<file path="config.mk">
export PLATFORM = sky130hd
export DESIGN_NAME = note_spawner
export DESIGN_NICKNAME = d
export VERILOG_FILES = /design/src/rtl/note_pkg.sv /design/src/rtl/note_fifo.sv /design/src/rtl/note_spawner.sv
export SDC_FILE = /design/constraint.sdc
export NUM_CORES = 1
export LEC_CHECK = 0
export BUFFER_PORTS_ARGS = -buffer_cell sky130_fd_sc_hd__buf_4
export CAP_MARGIN = 10
export CELL_PAD_IN_SITES_DETAIL_PLACEMENT = 0
export CELL_PAD_IN_SITES_GLOBAL_PLACEMENT = 1
export CORE_MARGIN = 2
export CORE_UTILIZATION = 28
export CTS_BUF_LIST = sky130_fd_sc_hd__clkbuf_4 sky130_fd_sc_hd__clkbuf_8 sky130_fd_sc_hd__clkbuf_16
export CTS_CLUSTER_DIAMETER = 150
export CTS_CLUSTER_SIZE = 10
export DETAILED_ROUTE_END_ITERATION = 7
export PLACE_DENSITY = 0.47
export SLEW_MARGIN = 20
export SYNTH_ARGS = -nofsm -noshare
export SYNTH_HDL_FRONTEND = slang
export SYNTH_SLANG_ARGS = --single-unit
</file>
<file path="constraint.sdc">
create_clock -name clk -period 4.63 [get_ports clk]
set_input_delay 0 -clock clk [delete_from_list [all_inputs] [get_ports clk]]
set_output_delay 0 -clock clk [all_outputs]
set_load 0.01 [all_outputs]
</file>
<file path="src/rtl/note_pkg.sv">
// Shared types and constants for the note chart spawner and its output FIFO.
package note_pkg;

  localparam int          NUM_LANES          = 4;
  localparam logic [15:0] NOTE_SENTINEL_TIME = 16'hFFFF;

  typedef struct packed {
    logic [$clog2(NUM_LANES)-1:0] lane;
    logic [15:0]                  hit_time;
  } note_t;

  typedef enum logic [2:0] {
    ST_IDLE,
    ST_FETCH,
    ST_WAIT,
    ST_CHECK,
    ST_ARMED,
    ST_DONE
  } spawn_state_e;

endpackage

</file>
<file path="src/rtl/note_fifo.sv">
// Synchronous FIFO of note_t with flush; head reads zero while empty.
module note_fifo
  import note_pkg::*;
#(
  parameter int DEPTH = 8
) (
  input  logic  clk,
  input  logic  reset,
  input  logic  push,
  input  logic  pop,
  input  logic  flush,
  input  note_t wdata,
  output note_t rdata,
  output logic  full,
  output logic  empty
);

  localparam int AW = $clog2(DEPTH);

  note_t         mem [DEPTH];
  logic [AW-1:0] wr_ptr;
  logic [AW-1:0] rd_ptr;
  logic [AW:0]   count;
  logic          do_push;
  logic          do_pop;

  // A pop frees the slot a same-cycle push needs, so full does not block that push.
  assign do_pop  = pop & ~empty;
  assign do_push = push & (~full | do_pop);
  assign full    = (count == (AW+1)'(DEPTH));
  assign empty   = (count == '0);
  assign rdata   = empty ? '0 : mem[rd_ptr];

  // NOTE: the storage array has no reset; the pointers define what is valid, and
  // rdata is masked while empty so the outputs still read zero straight out of reset.
  always_ff @(posedge clk) begin
    if (do_push) mem[wr_ptr] <= wdata;
  end

  always_ff @(posedge clk or posedge reset) begin
    if (reset) begin
      wr_ptr <= '0;
      rd_ptr <= '0;
      count  <= '0;
    end else if (flush) begin
      wr_ptr <= '0;
      rd_ptr <= '0;
      count  <= '0;
    end else begin
      if (do_push) wr_ptr <= wr_ptr + 1'b1;
      if (do_pop)  rd_ptr <= rd_ptr + 1'b1;
      count <= count + (AW+1)'(do_push) - (AW+1)'(do_pop);
    end
  end

endmodule

</file>
<file path="src/rtl/note_spawner.sv">
// Walks a time-sorted note chart ROM and queues notes that fall due within LEAD_FRAMES.
// Optional: define NOTE_SPAWNER_SKIP_LATE_EN to drop already-missed entries and count them.
module note_spawner
  import note_pkg::*;
#(
  parameter int CHART_DEPTH = 1024,
  parameter int LEAD_FRAMES = 60,
  parameter int FIFO_DEPTH  = 8
) (
  input  logic                           clk,
  input  logic                           reset,
  input  logic                           start_sign,
  input  logic                           stop_sign,
  input  logic                           new_frame,
  input  logic [15:0]                    un_time,
  output logic [$clog2(CHART_DEPTH)-1:0] rom_addr,
  input  logic [17:0]                    rom_data,
  output logic                           note_valid,
  input  logic                           note_ready,
  output logic [1:0]                     note_lane,
  output logic [15:0]                    note_time,
  output logic                           chart_done,
  output logic [15:0]                    skip_cnt
);

  localparam int               PTR_W    = $clog2(CHART_DEPTH);
  localparam logic [PTR_W-1:0] LAST_PTR = PTR_W'(CHART_DEPTH - 1);

  spawn_state_e     state;
  spawn_state_e     next_state;
  logic [PTR_W-1:0] ptr;
  note_t            head;
  note_t            fifo_head;
  logic             new_frame_d;
  logic             frame_edge;
  logic             is_sentinel;
  logic             is_due;
  logic             skip_late;
  logic             last_entry;
  logic             fifo_full;
  logic             fifo_empty;
  logic             push;
  logic             advance;

  assign frame_edge  = new_frame & ~new_frame_d;
  assign is_sentinel = (head.hit_time == NOTE_SENTINEL_TIME);
  // 17-bit compare so un_time near the top of its range cannot wrap the window.
  assign is_due      = ({1'b0, head.hit_time} <= ({1'b0, un_time} + 17'(LEAD_FRAMES)));
  assign last_entry  = (ptr == LAST_PTR);

  // NOTE: state-holding logic uses non-blocking assignments only; the comb
  // processes below use blocking assignments.
  always_ff @(posedge clk or posedge reset) begin
    if (reset) state <= ST_IDLE;
    else       state <= next_state;
  end

  // NOTE: every always_comb assigns its outputs a default first, so no path
  // leaves a signal unassigned and no latch is inferred.
  always_comb begin
    next_state = state;
    if (stop_sign) begin
      next_state = ST_IDLE;
    end else begin
      unique case (state)
        ST_IDLE:  if (start_sign) next_state = ST_FETCH;
        ST_FETCH: next_state = ST_WAIT;
        ST_WAIT:  next_state = ST_CHECK;
        ST_CHECK: begin
          if (is_sentinel)                           next_state = ST_DONE;
          else if (skip_late || (is_due && !fifo_full)) next_state = last_entry ? ST_DONE : ST_FETCH;
          else if (!is_due)                          next_state = ST_ARMED;
        end
        ST_ARMED: if (frame_edge) next_state = ST_CHECK;
        ST_DONE:  next_state = ST_DONE;
        default:  next_state = ST_IDLE;
      endcase
    end
  end

  // A due note waits in CHECK while the FIFO is full; it is never dropped.
  always_comb begin
    push    = 1'b0;
    advance = 1'b0;
    if (state == ST_CHECK && !stop_sign && !is_sentinel) begin
      if (skip_late) begin
        advance = 1'b1;
      end else if (is_due && !fifo_full) begin
        push    = 1'b1;
        advance = 1'b1;
      end
    end
  end

  always_ff @(posedge clk or posedge reset) begin
    if (reset) begin
      ptr         <= '0;
      head        <= '0;
      new_frame_d <= 1'b0;
    end else begin
      new_frame_d <= new_frame;
      if (stop_sign || state == ST_IDLE) ptr  <= '0;
      else if (advance && !last_entry)   ptr  <= ptr + 1'b1;
      if (state == ST_WAIT)              head <= rom_data;
    end
  end

`ifdef NOTE_SPAWNER_SKIP_LATE_EN
  logic skip_inc;

  assign skip_late = (head.hit_time < un_time);
  assign skip_inc  = advance & ~push;

  always_ff @(posedge clk or posedge reset) begin
    if (reset)                                   skip_cnt <= '0;
    else if (stop_sign)                          skip_cnt <= '0;
    else if (skip_inc && skip_cnt != 16'hFFFF)   skip_cnt <= skip_cnt + 16'd1;
  end
`else
  assign skip_late = 1'b0;
  assign skip_cnt  = '0;
`endif

  note_fifo #(.DEPTH(FIFO_DEPTH)) u_fifo (
    .clk   (clk),
    .reset (reset),
    .push  (push),
    .pop   (note_ready),
    .flush (stop_sign),
    .wdata (head),
    .rdata (fifo_head),
    .full  (fifo_full),
    .empty (fifo_empty)
  );

  assign rom_addr   = ptr;
  assign chart_done = (state == ST_DONE);
  assign note_valid = ~fifo_empty;
  assign note_lane  = fifo_head.lane;
  assign note_time  = fifo_head.hit_time;

endmodule

</file>
==> results.py, run 1 <==
metrics = {
    "status": {
        "status": "finished clean",
    },
    "detailed_routing": {
        "drt_iter0_drc": 334,
        "post_drt_wl_per_cell_um": 18.18,
        "first_pass_iters": 4,
        "via_count": 4653,
        "ant_nets": 0,
        "vias_per_cell": 4.487,
        "drc": 0,
        "routed_wl_mm": 18.85,
    },
    "setup_path": {
        "rrSetupSlack_ns": 1.00,
        "slowest_stage": "o211ai_2",
        "setup.worst_path.class": "in2reg",
        "startpoint": "un_time[2]",
        "required_ns": 4.74,
        "crit_fanout": 20,
        "endpoint_kind": "flip-flop",
        "r2r_start": "head[7]$_DFFE_PP0N_",
        "cp-start-kind": "primary input",
        "arrival_ns": 3.81,
        "crit_chain": "buf_4 > inv_1 > ha_1 > nor3b_1 > nor3b_1 > nand3_1 > xor2_1 > ha_1 > a21oi_1 > o21ai_0 > a211o_1 > o211ai_2 > nand3_1 > nor3_2 > buf_4",
        "max_stage_delay_ns": 0.75,
    },
    "yosys": {
        "avgSynthCellArea_um2": 15.73,
        "synth_top_area_share_pct": 51.78,
        "ys_seq_area_share_pct": 64.36,
        "synth_cell_types": 52,
        "synth_warnings": 0,
        "syn_inst": 531,
        "ys_top_cells_by_area": "edfxtp_1 (52%), dfrtp_1 (13%), mux4_2 (9.7%), ha_1 (3.9%), mux2i_1 (3.2%)",
        "synth-main-ff-cell": "edfxtp_1",
        "synth-async-reset-ratio_pct": 22.58,
        "synth_top_area_cell": "edfxtp_1",
        "syn_area_mm2": 0.008352,
        "ys_ff_latch": 186,
        "synth-edff-count": 144,
    },
    "power_and_ir_drop": {
        "p_per_area_mw_per_mm2": 513.7,
        "p_leak_nw": 3.698,
        "irDropWorstVdd_mv": 0.2561,
    },
    "timing": {
        "setup_viol": 0,
        "clock.fmax_mhz": 269.7,
        "tns_ns": 0,
        "min_period_over_period_pct": 80.09,
        "relSlewSlack_pct": 35.18,
        "rsz0062_at_grt": "false",
        "worst_pin_slew_ns": 0.9723,
        "finalHoldViolCount": 0,
        "whs_ns": 0.07420,
        "clock_skew_ns": 0.01483,
        "finalCriticalPeriod_ns": 3.708,
        "final-max-slew-violation-count": 0,
    },
    "clock_tree": {
        "cts.sinks": 186,
        "cts_setup_buffers": 0,
        "cts-buffers-inserted": 17,
        "clk_pin_slew_ns": 0.07,
        "cts_tree": "built",
        "ctsRootBufferMaster": "clkbuf_16",
        "h-tree-depth": 4,
        "worstSkewPairLatency_ns": 0.44,
        "cts_buffer_depth": 2,
        "holdBufCountCts": 21,
        "post_cts_resized": 0,
    },
    "placed_design": {
        "globalplace.congestion": 0.7980,
        "io_buffer_count": 69,
        "dp_hpwl_mm": 12.80,
    },
    "global_route": {
        "grt_pass1_wl_mm": 29.19,
        "track_usage_pct": 12.67,
        "grt_pass1_vias": 4915,
        "antenna_found_initial": 0,
        "grt_max_degree": 43,
        "grt.overflow.total": 0,
    },
    "floorplanning": {
        "rows": 63,
        "ios": 86,
        "dieArea_mm2": 0.03122,
        "dieHeight_um": 176.7,
        "start_util_pct": 28.33,
        "core_area_mm2": 0.02948,
        "die_w_um": 176.7,
    },
    "finish": {
        "nFillCells": 2883,
        "n_antenna_cell": 0,
        "drive_above_1_share_pct": 27.82,
        "area_growth_pct": 21.38,
        "fin_nets": 701,
    },
    "hold_path": {
        "hp-start": "note_ready",
        "min_path_type": "in2reg",
    },
    "job": {
        "max_cap_viol_count": 0,
    },
}
-- power by group --
group	internal (mW)	total, mW	switching (mW)
clock network	0.748	1.45	0.706
registers	2.10	2.48	0.381
logic	0.659	1.27	0.615
total	3.51	5.21	1.70
-- cell type report --
cell class              count  area, um^2  area share, %
flip-flops and latches    186        5376          53.04
inverters                  17       63.81         0.6295
multi-input cells         308        2776          27.39
repair buffers            104       833.3          8.220
clock buffers              18       439.2          4.332
clock inverters            14       160.2          1.580
well taps                 390       488.0          4.814
-- stage by stage --
| stage | total power, mW | instances | setup slack, ns | util [%] | area [um^2] |
|---|---|---|---|---|---|
| CTS | 5.315 | 1037 | 0.9329 | 34.39 | 10140 |
| finish | 5.207 | 1037 | 0.9220 | 34.39 | 10140 |
| floorplan | 3.239 | 546 | 0.5057 | - | 8408 |
| global placement | 3.814 | 984 | 0.5385 | 31.64 | 9328 |
| global route | 5.546 | 1037 | 0.6351 | 34.39 | 10140 |
| detailed placement | 3.836 | 984 | 0.4848 | 31.64 | 9328 |
-- layer usage --
| metal | part of all wire [%] | up-vias | GRT usage [%] |
|---|---|---|---|
| li1 | - | 2208 | - |
| met1 | 48 | 2332 | 17.54 |
| met2 | 47 | 100 | 20.64 |
| met3 | 3.4 | 13 | 2.320 |
| met4 | 0.98 | 0 | 3.099 |
| met5 | 0 | - | 0 |
-- layout by cell type (no fill, tap or decap), types with 3 or more instances in the layout --
| master | n |
|---|---|
| or3_1 | 3 |
| nor3_2 | 3 |
| nor2b_1 | 7 |
| mux4_2 | 36 |
| ha_1 | 26 |
| inv_6 | 4 |
| o21ai_0 | 4 |
| inv_1 | 16 |
| nand3_1 | 12 |
| nand4_1 | 12 |
| conb_1 | 16 |
| xnor2_1 | 7 |
| nand2_1 | 24 |
| dlygate4sd3_1 | 21 |
| inv_8 | 6 |
| nand2b_1 | 5 |
| edfxtp_1 | 144 |
| and4_1 | 4 |
| mux2i_1 | 27 |
| nor2_1 | 42 |
| a21o_1 | 4 |
| buf_4 | 83 |
| clkbuf_16 | 17 |
| mux2_2 | 18 |
| nor3_1 | 3 |
| a21oi_1 | 10 |
| dfrtp_1 | 41 |
| a31o_1 | 3 |
| xor2_1 | 9 |
| and2_1 | 6 |
-- state kept, by name, indices dropped and copies added, names as in the netlist --
signal / flops
u_fifo.wr_ptr: 3
head: 18
rom_addr: 10
u_fifo.count: 4
state: 3
u_fifo.rd_ptr: 3
new_frame_d: 1
u_fifo.mem: 144
-- worst paths after layout --
kind	to	depth (start not counted)
worst max-delay path	u_fifo.mem[1][7]$_DFFE_PP_	15
worst min-delay path	u_fifo.rd_ptr[0]$_DFFE_PP0P_	4
worst max register to register	u_fifo.mem[1][7]$_DFFE_PP_	8
worst min register to register	rom_addr[0]$_DFFE_PP0P_	1
max in group asynchronous	u_fifo.rd_ptr[0]$_DFFE_PP0P_	4
min in group asynchronous	head[7]$_DFFE_PP0N_	4
-- worst max-delay path, delay by kind of cell --
kind	cells	cell delay [ns]
xor gates and xnor gates	1	0.18
adders and majority gates	2	0.52
buffers and inverters	3	0.45
and+or+nand+nor	5	1.36
AOI/OAI and AO/OA	4	1.27
-- cell families (layout without fill, tap and decap cells) --
family	Yosys count	count (layout)	synth area share [%]
flip-flops	186	186	64.36
AND/OR/NAND/NOR	133	133	8.135
multiplexers	82	82	15.55
buffers and inverters	52	153	3.251
AO/OA/AOI/OAI	34	34	2.847
adder cells (fa/ha/maj)	27	27	4.135
XOR/XNOR	16	16	1.678
other	1	16	0.04490
-- cells in the mapped netlist (all sizes together) (9+ instances only) --
| library cell | number |
|---|---|
| mux4 | 36 |
| dfrtp | 42 |
| mux2i | 27 |
| a21oi | 10 |
| clkbuf | 12 |
| nand4 | 12 |
| mux2 | 19 |
| inv | 17 |
| buf | 23 |
| nand3 | 12 |
| nand2 | 25 |
| xor2 | 9 |
| edfxtp | 144 |
| ha | 26 |
| nor2 | 42 |
No activity file was read; power rests on OpenSTA's default activity.
==> run 2: changes to the inputs <==
Settings changed: PLACE_DENSITY 0.47 to 0.49.
Clock period 4.63 ns to 3.05 ns, I/O delays scaled along.
==> run 2 against run 1 <==
  * Sequential power increased by 39%
  * Core utilization grew 1.6 points
  * Clock skew fell by 0.0011 ns
  * Sequential share of layout area fell by 2.3 points
  * Final area grew 4.5%
  * Die area did not move
  * First-iteration DRC count fell by 16%
  * Cell count grew 2.4%
  * Global-route usage is 0.27 points lower
  * Wire length fell by 1.2%
  * Setup slack got worse by 0.70 ns
  * Critical path type is now reg2reg
  * Critical endpoint is now u_fifo.mem[0][5]$_DFFE_PP_
  * Largest power group unchanged
  * Highest routed layer unchanged
==> results.py, run 2 (same netlist as run 1, synthesis figures left out) <==
metrics = {
    "timing": {
        "setup_viol": 0,
        "rsz0062_at_grt": "false",
        "finalCriticalPeriod_ns": 2.826,
        "min_period_over_period_pct": 92.64,
        "relSlewSlack_pct": 49.67,
        "clock_skew_ns": 0.01370,
        "clock.fmax_mhz": 353.9,
        "worst_pin_slew_ns": 0.7550,
        "final-max-slew-violation-count": 0,
        "finalHoldViolCount": 0,
    },
    "global_route": {
        "antenna_found_initial": 0,
        "track_usage_pct": 12.41,
        "grt_max_degree": 39,
        "grt.overflow.total": 0,
        "grt_pass1_vias": 5152,
        "grt_pass1_wl_mm": 29.10,
    },
    "clock_tree": {
        "clk_pin_slew_ns": 0.08,
        "cts_buffer_depth": 2,
        "h-tree-depth": 4,
        "ctsRootBufferMaster": "clkbuf_16",
        "worstSkewPairLatency_ns": 0.43,
        "cts_tree": "built",
        "cts.sinks": 186,
        "cts_setup_buffers": 0,
        "cts-buffers-inserted": 17,
    },
    "setup_path": {
        "arrival_ns": 2.95,
        "endpoint_kind": "flip-flop",
        "r2r_start": "head[6]$_DFFE_PP0N_",
        "rrSetupSlack_ns": 0.22,
        "required_ns": 3.18,
        "crit_fanout": 18,
        "cp-start-kind": "flip-flop",
        "rr_endpoint": "u_fifo.mem[0][5]$_DFFE_PP_",
        "setup.worst_path.class": "reg2reg",
        "r2r_cells": 9,
    },
    "hold_path": {
        "hold_depth": 5,
        "hp-start": "start_sign",
        "holdPathEnd": "state[0]$_DFFE_PP0P_",
        "min_path_type": "in2reg",
    },
    "floorplanning": {
        "dieArea_mm2": 0.03122,
        "ios": 86,
        "rows": 63,
        "start_util_pct": 28.33,
        "core_area_mm2": 0.02948,
        "dieHeight_um": 176.7,
        "die_w_um": 176.7,
    },
    "detailed_routing": {
        "via_count": 4820,
        "routed_wl_mm": 18.63,
        "vias_per_cell": 4.539,
        "post_drt_wl_per_cell_um": 17.54,
        "drc": 0,
        "ant_nets": 0,
        "drt_iter0_drc": 281,
        "first_pass_iters": 4,
    },
    "power_and_ir_drop": {
        "p_leak_nw": 3.864,
        "irDropWorstVdd_mv": 0.3904,
        "p_per_area_mw_per_mm2": 769.3,
    },
    "status": {
        "status": "finished clean",
    },
    "placed_design": {
        "globalplace.congestion": 0.7470,
        "dp.cells": 1009,
        "io_buffer_count": 69,
        "dp_hpwl_mm": 12.42,
    },
    "finish": {
        "instances_no_fill": 1062,
        "fin_util_pct": 35.94,
        "nFillCells": 2863,
        "area_growth_pct": 26.88,
        "fin_nets": 726,
        "final_cell_mix": "edfxtp_1 (144), buf_4 (98), dfrtp_1 (41), nor2_1 (36), mux4_2 (36)",
        "final_common_cell": "edfxtp_1",
        "largest_register_ffs": 144,
        "drive_above_1_share_pct": 32.29,
        "n_antenna_cell": 0,
        "largest_register": "u_fifo.mem",
    },
    "job": {
        "max_cap_viol_count": 0,
    },
}
-- run 2: changes by cell type in the layout (fill, tap and decap cells not counted), moves of 4 or more --
cell    change
buf_12     +10
inv_12      +5
nor2_1      -6
buf_4      +15
inv_8       -4
-- run 2: what timing repair did --
item	in CTS	in global routing
gates resized for setup	0	0
hold buffers	21	0
hold endpoints to repair	58	0
-- run 2: area by class of cell --
type                       instances  area, um^2  share of cell area [%]
multi-input combinational        308        2860                   26.99
clock buffer                      17       425.4                   4.015
inverter                          17       81.33                  0.7675
clock inverter                    15       219.0                   2.066
tap                              390       488.0                   4.605
sequential                       186        5376                   50.74
timing repair buffer             129        1146                   10.82
-- run 2: critical path, stage by stage (launching register included) --
cell and delay [ns]:
dfrtp_1 0.40, ha_1 0.32, a21o_1 0.16, a221o_1 0.32
a211o_1 0.30, o211ai_2 0.17, buf_4 0.18, nand3b_1 0.23
nor3_4 0.24, buf_12 0.21
-- run 2: worst max-delay path by stage --
stage	start	to	slack, ns	depth (start not counted)
after floorplan	un_time[2]	u_fifo.mem[2][0]$_DFFE_PP_	-0.16	14
after global placement	un_time[2]	u_fifo.mem[0][11]$_DFFE_PP_	-0.17	16
after detailed placement	un_time[2]	u_fifo.mem[0][15]$_DFFE_PP_	-0.24	15
after CTS	head[6]$_DFFE_PP0N_	u_fifo.mem[0][5]$_DFFE_PP_	0.19	9
after global routing	un_time[2]	u_fifo.count[1]$_DFF_PP0_	0.05	18
final	head[6]$_DFFE_PP0N_	u_fifo.mem[0][5]$_DFFE_PP_	0.22	9
-- run 2: layer usage --
metal	global-route usage [%]	routed length (um)	up-vias
met4	3.099	157	0
met1	16.89	8230	2443
met2	20.46	9188	109
li1	-	-	2259
met5	0	0	-
met3	2.320	1050	9
-- run 2: where the power goes --
| part | switching, mW | internal (mW) | total [mW] |
|---|---|---|---|
| combinational | 1.21 | 1.15 | 2.37 |
| clock | 1.17 | 1.17 | 2.33 |
| sequential | 0.265 | 3.19 | 3.45 |
-- run 2: per-stage QoR --
| step | total power [mW] | cell area [um^2] | hold WS, ns | TNS, ns | setup slack [ns] |
|---|---|---|---|---|---|
| 6_report | 8.151 | 10600 | 0.05969 | 0 | 0.2243 |
| 5_1_grt | 8.657 | 10600 | 0.1414 | 0 | 0.05071 |
| 4_1_cts | 8.318 | 10600 | 0.03685 | 0 | 0.1901 |
| 3_5_place_dp | 5.941 | 9742 | 0.1205 | -25.71 | -0.2362 |
| 3_3_place_gp | 5.899 | 9742 | 0.1171 | -18.27 | -0.1690 |
| 2_1_floorplan | 4.936 | 8523 | 0.03143 | -13.45 | -0.1649 |
==> run 3: changes to the inputs <==
Settings changed: BUFFER_PORTS_ARGS -buffer_cell sky130_fd_sc_hd__buf_4 to not set, DONT_BUFFER_PORTS set to 1, MAX_ROUTING_LAYER set to met4, PLACE_DENSITY 0.49 to 0.46.
==> run 3 against run 2 <==
  * Combinational power fell by 6%
  * Wire length is 2.1% higher
  * Critical endpoint is now u_fifo.mem[6][4]$_DFFE_PP_
  * Register-to-register slack worse by 0.02 ns
  * Non-clock buffer count fell by 66
==> results.py, run 3 (same netlist as run 1, synthesis figures left out) <==
metrics = {
    "status": {
        "status": "finished clean",
    },
    "hold_path": {
        "hp-start": "new_frame",
        "hold_depth": 5,
        "min_path_type": "in2reg",
    },
    "placed_design": {
        "dp_hpwl_mm": 12.70,
        "globalplace.congestion": 0.7840,
        "dp.cells": 941,
        "io_buffer_count": 0,
        "place_area_mm2": 0.009219,
    },
    "setup_path": {
        "startpoint": "head[8]$_DFFE_PP0N_",
        "arrival_ns": 2.97,
        "setup.worst_path.class": "reg2reg",
        "endpoint_kind": "flip-flop",
        "r2r_start": "head[8]$_DFFE_PP0N_",
        "required_ns": 3.17,
        "cp-start-kind": "flip-flop",
        "crit_fanout": 7,
        "r2r_cells": 9,
    },
    "detailed_routing": {
        "via_count": 4617,
        "ant_nets": 0,
        "routed_wl_mm": 19.02,
        "vias_per_cell": 4.640,
        "post_drt_wl_per_cell_um": 19.11,
        "drc": 0,
        "drt_iter0_drc": 331,
        "first_pass_iters": 4,
    },
    "clock_tree": {
        "cts-buffers-inserted": 17,
        "clk_pin_slew_ns": 0.08,
        "cts_setup_buffers": 0,
        "cts.sinks": 186,
        "cts_tree": "built",
        "h-tree-depth": 4,
        "worstSkewPairLatency_ns": 0.42,
        "ctsRootBufferMaster": "clkbuf_16",
        "cts_buffer_depth": 2,
        "post_cts_resized": 0,
        "holdBufCountCts": 23,
    },
    "job": {
        "max_cap_viol_count": 0,
    },
    "floorplanning": {
        "dieHeight_um": 176.7,
        "core_area_mm2": 0.02948,
        "die_w_um": 176.7,
        "ios": 86,
        "start_util_pct": 28.33,
        "rows": 63,
        "dieArea_mm2": 0.03122,
    },
    "timing": {
        "min_period_over_period_pct": 93.44,
        "setup_viol": 0,
        "clock.fmax_mhz": 350.9,
        "final-max-slew-violation-count": 0,
        "finalCriticalPeriod_ns": 2.850,
        "rsz0062_at_grt": "false",
        "finalHoldViolCount": 0,
        "tns_ns": 0,
        "relSlewSlack_pct": 49.06,
        "clock_skew_ns": 0.01868,
        "worst_pin_slew_ns": 0.7642,
    },
    "finish": {
        "area_growth_pct": 19.69,
        "final_common_cell": "edfxtp_1",
        "nFillCells": 2861,
        "finish.instance_area_mm2": 0.009996,
        "largest_register_ffs": 144,
        "largest_register": "u_fifo.mem",
        "drive_above_1_share_pct": 24.30,
        "final_cell_mix": "edfxtp_1 (144), dfrtp_1 (41), nor2_1 (36), mux4_2 (36), buf_4 (31)",
        "n_antenna_cell": 0,
        "instances_no_fill": 995,
        "fin_nets": 660,
    },
    "power_and_ir_drop": {
        "p_per_area_mw_per_mm2": 768.8,
        "p_leak_nw": 3.492,
        "irDropWorstVdd_mv": 0.4293,
    },
    "global_route": {
        "grt_pass1_vias": 5058,
        "track_usage_pct": 13.24,
        "grt.overflow.total": 0,
        "grt_max_degree": 39,
        "antenna_found_initial": 0,
        "grt_pass1_wl_mm": 29.54,
    },
}
==> run 3: cell types whose count changed in the layout (fill, tap and decap cells not counted), moves of 2 or more <==
cell	change
buf_4	-67
clkinv_2	+5
clkinv_8	-3
dlygate4sd3_1	+2
inv_12	-5
inv_16	-2
==> run 3: critical path: stages (launching register included) <==
cell,delay (ns)
dfrtp_1,0.40
ha_1,0.32
and2_1,0.18
a221o_1,0.29
a211o_1,0.31
o211ai_2,0.16
buf_4,0.18
nand3b_1,0.23
nor2_2,0.26
buf_4,0.22
==> run 3: where the power goes <==
group / switching, mW / total (mW) / internal, mW / leakage (nW)
logic: 1.26 / 2.23 / 0.975 / 1.38
clock network: 0.948 / 2.08 / 1.13 / 0.273
registers: 0.184 / 3.37 / 3.19 / 1.84
==> run 3: layout make-up <==
| cell class | count | area [um^2] | area share [%] |
|---|---|---|---|
| sequential | 186 | 5376 | 53.79 |
| multi-input combinational | 308 | 2860 | 28.61 |
| clock inverter | 14 | 121.4 | 1.214 |
| inverter | 17 | 81.33 | 0.8136 |
| clock buffer | 17 | 425.4 | 4.256 |
| timing repair buffer | 63 | 643.1 | 6.434 |
| tap | 390 | 488.0 | 4.882 |
==> run 3: final timing paths <==
path / endpoint / slack [ns]
max: u_fifo.mem[6][4]$_DFFE_PP_ / 0.20
min: state[0]$_DFFE_PP0P_ / 0.08
max reg2reg: u_fifo.mem[6][4]$_DFFE_PP_ / 0.20
min reg2reg: u_fifo.rd_ptr[2]$_DFFE_PP0P_ / 0.55
max in group asynchronous: head[0]$_DFFE_PP0N_ / 2.18
min in group asynchronous: head[11]$_DFFE_PP0N_ / 0.16
==> run 3: metrics by stage <==
| stage | setup WS, ns | hold WS [ns] | total power [mW] | utilization [%] |
|---|---|---|---|---|
| floorplan | -0.1649 | 0.03143 | 4.936 | - |
| global placement | -0.06275 | 0.03154 | 5.661 | 31.27 |
| detailed placement | -0.08042 | 0.03152 | 5.701 | 31.27 |
| CTS | 0.1890 | 0.04888 | 7.811 | 33.91 |
| global route | 0.06032 | 0.08246 | 8.167 | 33.91 |
| finish | 0.2000 | 0.08499 | 7.685 | 33.91 |
==> run 3: routing by layer <==
| metal | global-route usage (%) | up-vias | routed length (um) | part of all wire [%] |
|---|---|---|---|---|
| met3 | 3.007 | 8 | 948 | 5.0 |
| met4 | 3.375 | 0 | 136 | 0.72 |
| li1 | - | 2123 | - | - |
| met5 | - | - | 0 | 0 |
| met2 | 21.00 | 112 | 9271 | 49 |
| met1 | 17.21 | 2374 | 8661 | 46 |
